## config.mk

```make
export PLATFORM = sky130hd
export DESIGN_NAME = bp_cacc_csr_endpoint
export DESIGN_NICKNAME = d
export VERILOG_FILES = /design/src/rtl/bp_cacc_csr_endpoint.sv
export SDC_FILE = /design/constraint.sdc
export NUM_CORES = 1
export LEC_CHECK = 0
export BUFFER_PORTS_ARGS = -buffer_cell sky130_fd_sc_hd__buf_2
export CAP_MARGIN = 0
export CORE_AREA = 2 2 163 165
export CTS_CLUSTER_DIAMETER = 50
export DETAILED_ROUTE_END_ITERATION = 8
export DIE_AREA = 0 0 165 167
export PLACE_DENSITY = 0.73
export SLEW_MARGIN = 25
export SYNTH_ARGS = -nofsm -noshare
export SYNTH_HDL_FRONTEND = slang
export SYNTH_SLANG_ARGS = --single-unit
```

## constraint.sdc

```tcl
create_clock -name clk_i -period 4.68 [get_ports clk_i]
set_input_delay 0.468 -clock clk_i [delete_from_list [all_inputs] [get_ports clk_i]]
set_output_delay 0.468 -clock clk_i [all_outputs]
set_load 0.01 [all_outputs]
```

## src/rtl/bp_cacc_csr_endpoint.sv

```systemverilog
// rtl/bp_cacc_csr_endpoint.sv - CSR endpoint for a coherent accelerator tile on the CCE I/O channel
// Decodes uncached I/O commands into CSR accesses and drives the datapath start/done handshake.
module bp_cacc_csr_endpoint #(
  parameter int addr_width_p    = 40,
  parameter int data_width_p    = 64,
  parameter int payload_width_p = 16,
  parameter int len_width_p     = 16
) (
  input  logic                       clk_i,
  input  logic                       reset_n_i,

  input  logic                       io_cmd_v_i,
  output logic                       io_cmd_ready_and_o,
  input  logic [3:0]                 io_cmd_type_i,
  input  logic [addr_width_p-1:0]    io_cmd_addr_i,
  input  logic [2:0]                 io_cmd_size_i,
  input  logic [payload_width_p-1:0] io_cmd_payload_i,
  input  logic [data_width_p-1:0]    io_cmd_data_i,

  output logic                       io_resp_v_o,
  input  logic                       io_resp_yumi_i,
  output logic [3:0]                 io_resp_type_o,
  output logic [addr_width_p-1:0]    io_resp_addr_o,
  output logic [2:0]                 io_resp_size_o,
  output logic [payload_width_p-1:0] io_resp_payload_o,
  output logic [data_width_p-1:0]    io_resp_data_o,

  output logic                       start_o,
  output logic                       busy_o,
  output logic [addr_width_p-1:0]    a_ptr_o,
  output logic [addr_width_p-1:0]    b_ptr_o,
  output logic [len_width_p-1:0]     len_o,
  input  logic                       done_i,
  input  logic [data_width_p-1:0]    result_i
);

  localparam logic [3:0] e_bedrock_mem_uc_rd = 4'b0010;
  localparam logic [3:0] e_bedrock_mem_uc_wr = 4'b0011;

  localparam logic [4:0] csr_a_ptr  = 5'd0;
  localparam logic [4:0] csr_b_ptr  = 5'd1;
  localparam logic [4:0] csr_len    = 5'd2;
  localparam logic [4:0] csr_start  = 5'd3;
  localparam logic [4:0] csr_status = 5'd4;
  localparam logic [4:0] csr_result = 5'd5;

  typedef enum logic {e_ready, e_resp} cmd_state_e;
  typedef enum logic {e_idle, e_busy} acc_state_e;

  cmd_state_e cmd_state;
  acc_state_e acc_state;

  logic [addr_width_p-1:0] a_ptr;
  logic [addr_width_p-1:0] b_ptr;
  logic [len_width_p-1:0]  len;
  logic [data_width_p-1:0] result;
  logic                    done;
  logic                    overrun;
  logic                    busy;
  logic                    start;
  logic                    cmd_ready;
  logic                    resp_v;

  logic [4:0]              sel;
  logic                    accept;
  logic                    is_wr;
  logic                    is_uc_rd;
  logic                    start_wr;
  logic                    status_clr;
  logic [data_width_p-1:0] rdata;

  // Only the low CSR-width bits of write data reach any register.
  logic unused_data_bits;
  assign unused_data_bits = ^io_cmd_data_i;

  assign sel        = io_cmd_addr_i[7:3];
  assign accept     = io_cmd_v_i & cmd_ready;
  assign is_wr      = (io_cmd_type_i == e_bedrock_mem_uc_wr);
  assign is_uc_rd   = (io_cmd_type_i == e_bedrock_mem_uc_rd);
  assign start_wr   = accept & is_wr & (sel == csr_start);
  assign status_clr = accept & is_uc_rd & (sel == csr_status);

  always_comb begin
    rdata = '0;
    case (sel)
      csr_a_ptr:  rdata[addr_width_p-1:0] = a_ptr;
      csr_b_ptr:  rdata[addr_width_p-1:0] = b_ptr;
      csr_len:    rdata[len_width_p-1:0]  = len;
      csr_status: rdata[2:0]              = {overrun, done, busy};
      csr_result: rdata                   = result;
      default:    rdata                   = '0;
    endcase
  end

  // Ready is held low for one cycle after reset so it rises on the first edge.
  always_ff @(posedge clk_i or negedge reset_n_i) begin
    if (!reset_n_i) begin
      cmd_state         <= e_ready;
      cmd_ready         <= 1'b0;
      resp_v            <= 1'b0;
      io_resp_type_o    <= '0;
      io_resp_addr_o    <= '0;
      io_resp_size_o    <= '0;
      io_resp_payload_o <= '0;
      io_resp_data_o    <= '0;
    end else begin
      case (cmd_state)
        e_ready: begin
          cmd_ready <= 1'b1;
          if (accept) begin
            io_resp_type_o    <= io_cmd_type_i;
            io_resp_addr_o    <= io_cmd_addr_i;
            io_resp_size_o    <= io_cmd_size_i;
            io_resp_payload_o <= io_cmd_payload_i;
            io_resp_data_o    <= is_wr ? '0 : rdata;
            resp_v            <= 1'b1;
            cmd_ready         <= 1'b0;
            cmd_state         <= e_resp;
          end
        end
        e_resp: begin
          if (io_resp_yumi_i) begin
            resp_v    <= 1'b0;
            cmd_ready <= 1'b1;
            cmd_state <= e_ready;
          end
        end
        default: cmd_state <= e_ready;
      endcase
    end
  end

  always_ff @(posedge clk_i or negedge reset_n_i) begin
    if (!reset_n_i) begin
      a_ptr <= '0;
      b_ptr <= '0;
      len   <= '0;
    end else if (accept && is_wr) begin
      case (sel)
        csr_a_ptr: a_ptr <= io_cmd_data_i[addr_width_p-1:0];
        csr_b_ptr: b_ptr <= io_cmd_data_i[addr_width_p-1:0];
        csr_len:   len   <= io_cmd_data_i[len_width_p-1:0];
        default:   ;
      endcase
    end
  end

  // The START decision uses the pre-edge state, so a START coincident with done
  // still counts as an overrun; a same-cycle done sets the flag after any clear.
  always_ff @(posedge clk_i or negedge reset_n_i) begin
    if (!reset_n_i) begin
      acc_state <= e_idle;
      busy      <= 1'b0;
      start     <= 1'b0;
      done      <= 1'b0;
      overrun   <= 1'b0;
      result    <= '0;
    end else begin
      start <= 1'b0;
      if (status_clr) begin
        done    <= 1'b0;
        overrun <= 1'b0;
      end
      case (acc_state)
        e_idle: begin
          if (start_wr) begin
            start     <= 1'b1;
            busy      <= 1'b1;
            acc_state <= e_busy;
          end
        end
        e_busy: begin
          if (done_i) begin
            result    <= result_i;
            done      <= 1'b1;
            busy      <= 1'b0;
            acc_state <= e_idle;
          end
          if (start_wr) overrun <= 1'b1;
        end
        default: acc_state <= e_idle;
      endcase
    end
  end

  assign io_cmd_ready_and_o = cmd_ready;
  assign io_resp_v_o        = resp_v;
  assign start_o            = start;
  assign busy_o             = busy;
  assign a_ptr_o            = a_ptr;
  assign b_ptr_o            = b_ptr;
  assign len_o              = len;

endmodule

```

==> metrics.txt <==
status finished with violations; violated checks hold timing; FF/Latch Area 0.007382 mm2; Final Cycle Share 0.4843; Yosys top cell area share 0.6079; post-route ant nets 0; cell row count approximately 60; vias in the first global route 9258; Pre-antenna DRT Iters 4; share of layout cells above drive strength 1 0.4912; Synth Cell Area about 0.012 mm2; FF-to-FF End a_ptr_o[19]; GRT Total Usage 0.2414; slew margin rel. 0.3622; height of the chip 167 um; synth top area cells dfrtp_1 61%, mux2_2 17%, nand2_1 7.0%; sequential area share after synthesis 0.6079; Pleak about 8.6 nW; global placement routability congestion a little under 0.8; Detailed Place HPWL 22.46 mm; global-route wire length before repair 51.52 mm; Clk pin slew, worst setup/hold paths 60 ps; Synth Warn # 0; final hold slack -14.79 ps; worst path bufs/invs 3; DR DRC count 0; most instantiated cells after synthesis 295 x dfrtp_1, 227 x nand2_1, 184 x mux2_2, 35 x clkbuf_1, 35 x mux2i_1; Max Fanout on Critical Path 33; leading area contributor after synthesis dfrtp_1; TNS Setup 0 ps; syn_nets 1148; top-count cell post-synth dfrtp_1; total number of vias 9008; Worst setup EP type register; vias per std cell 5.302; synth unique cells 39; worst-case clock buffer depth 3; clock sink total 295; crit path DAT 2690 ps; multi-input logic area 0.004489 mm2; core area 0.02576 mm2; Synth-to-Final Area Change 28.76%; worst hold path class primary input to asynchronous set/reset pin; die area 0.02756 mm2; Mean Syn Cell Area 12.76 um2; Filler Cell Count 2100; # IOs 423; largest net degree at the start of global routing about 120; ys flop type dfrtp_1; Util after Layout 0.6069; final setup fails 0; total gr overflow 0; Pwr Density around 480 mW/mm2; Worst R2R Setup Slack 2500 ps; Slew @ Worst Pin around 960 ps; clk root buf clkbuf_16; Critical R2R Launch io_cmd_ready_and_o; Die X 165 um; Mapped Cells 952; slowest CP cell and4_1; DRT Wirelength ~34 mm; Post-synth ARST share 1.000; R2R cell count 4; fin crit period 2266 ps; Setup crit start kind primary input; WP data required 5100 ps; clk_skew between 15 and 20 ps; Hold Fails Final Rpt 7; cell mode on critical path buf_4; Total Power 0.007498 W; Worst path max stage delay ~890 ps; Achievable Freq 441.2 MHz; EDFF count, synth 0; Max VDD drop around 330 uV; # resized after CTS 0; initial core utilization 0.4714; I/O Buffers 398; htree depth 2; Post-DP Area 0.01445 mm2; clk_lat worst skew 500 ps; fin area between 0.015 and 0.02 mm2; delay-heaviest family, CP simple AND/OR/NAND/NOR gates; Crit Path Class primary input to register; Setup Buffers After CTS 0; RSZ-0062 raised after global routing false; DR iter-0 viols 788; Critical Path, Cell by Cell buf_2, buf_4, nor2b_2, buf_4, and4_1, a22o_1; Final nets 1530; max-cap violations 0; Slew Limit Fails 0; CTS Buf Count 35; TritonCTS clock tree done; initial antenna violation count 6; #FFs+latches synth 295; wire per inst 19.85 um; Post-CTS Hold Fix Bufs 0
## where the power goes
group	internal [W]	switching, W	total, W
sequential	0.00304	0.000256	0.00329
combinational	0.000607	0.000891	0.00150
clock	0.00166	0.00104	0.00271
total	0.00531	0.00219	0.00750
## metrics by stage
step | worst slack [ps] | instances
5_1_grt | 2294 | 1699
3_5_place_dp | 1885 | 1632
4_1_cts | 2394 | 1695
3_3_place_gp | 1517 | 1631
2_1_floorplan | 2962 | 952
6_report | 2414 | 1699
## layout by cell type (no fill, tap or decap), drive strengths merged, types with 3 or more instances in the layout
cell / n
nor2: 3
nand4: 4
o31ai: 37
mux2i: 35
dfrtp: 295
diode: 4
a22o: 26
clkinv: 6
o22a: 16
a21oi: 3
and4: 3
a32oi: 24
a31oi: 3
buf: 413
nand2: 227
clkbuf: 51
mux2: 184
inv: 7
## layout make-up
| type | instances | area share |
|---|---|---|
| well taps | 335 | 0.02681 |
| flip-flops and latches | 295 | 0.4721 |
| multi-input cells | 586 | 0.2871 |
| inverters | 3 | 0.0007202 |
| clock inverters | 12 | 0.008322 |
| repair buffers | 413 | 0.1379 |
| diodes | 4 | 0.0006402 |
| clock buffers | 51 | 0.06642 |
## worst max-delay path by stage
stage | from | end | cells past startpoint
global route | io_cmd_addr_i[3] | io_resp_data_o[41] | 6
finish | io_cmd_addr_i[3] | io_resp_data_o[41] | 6
CTS | io_cmd_addr_i[3] | io_resp_data_o[41] | 6
detailed placement | io_cmd_addr_i[4] | b_ptr_o[12] | 7
global placement | io_cmd_addr_i[5] | a_ptr_o[9] | 5
floorplan | io_cmd_addr_i[5] | len_o[10] | 5
## per-layer routing
metal / global-route usage / share of wire / up-vias
met5: 0 / 0.00039 / -
met4: 0.09603 / 0.032 / 2
met3: 0.05753 / 0.072 / 68
met2: 0.3991 / 0.49 / 340
met1: 0.3052 / 0.41 / 4457
li1: - / - / 4141
## state kept, by name (all words and copies together) (netlist names)
signal and cells:
io_resp_data_o 64, result 64, a_ptr_o 40, b_ptr_o 40, io_resp_addr_o 40, io_resp_payload_o 16, len_o 16, io_resp_type_o 4
io_resp_size_o 3, acc_state 1, busy_o 1, cmd_state 1, done 1, io_cmd_ready_and_o 1, io_resp_v_o 1, overrun 1
start_o 1
## logic make-up (layout without fill, tap and decap cells)
group	count (synthesis)	in the layout	synth area share
buf+inv	71	479	0.02617
compound gates	115	115	0.08036
flops	295	295	0.6079
other cells	0	4	0
simple gates	252	252	0.08613
mux	219	219	0.1995
Power figures use the tool's default switching activity.
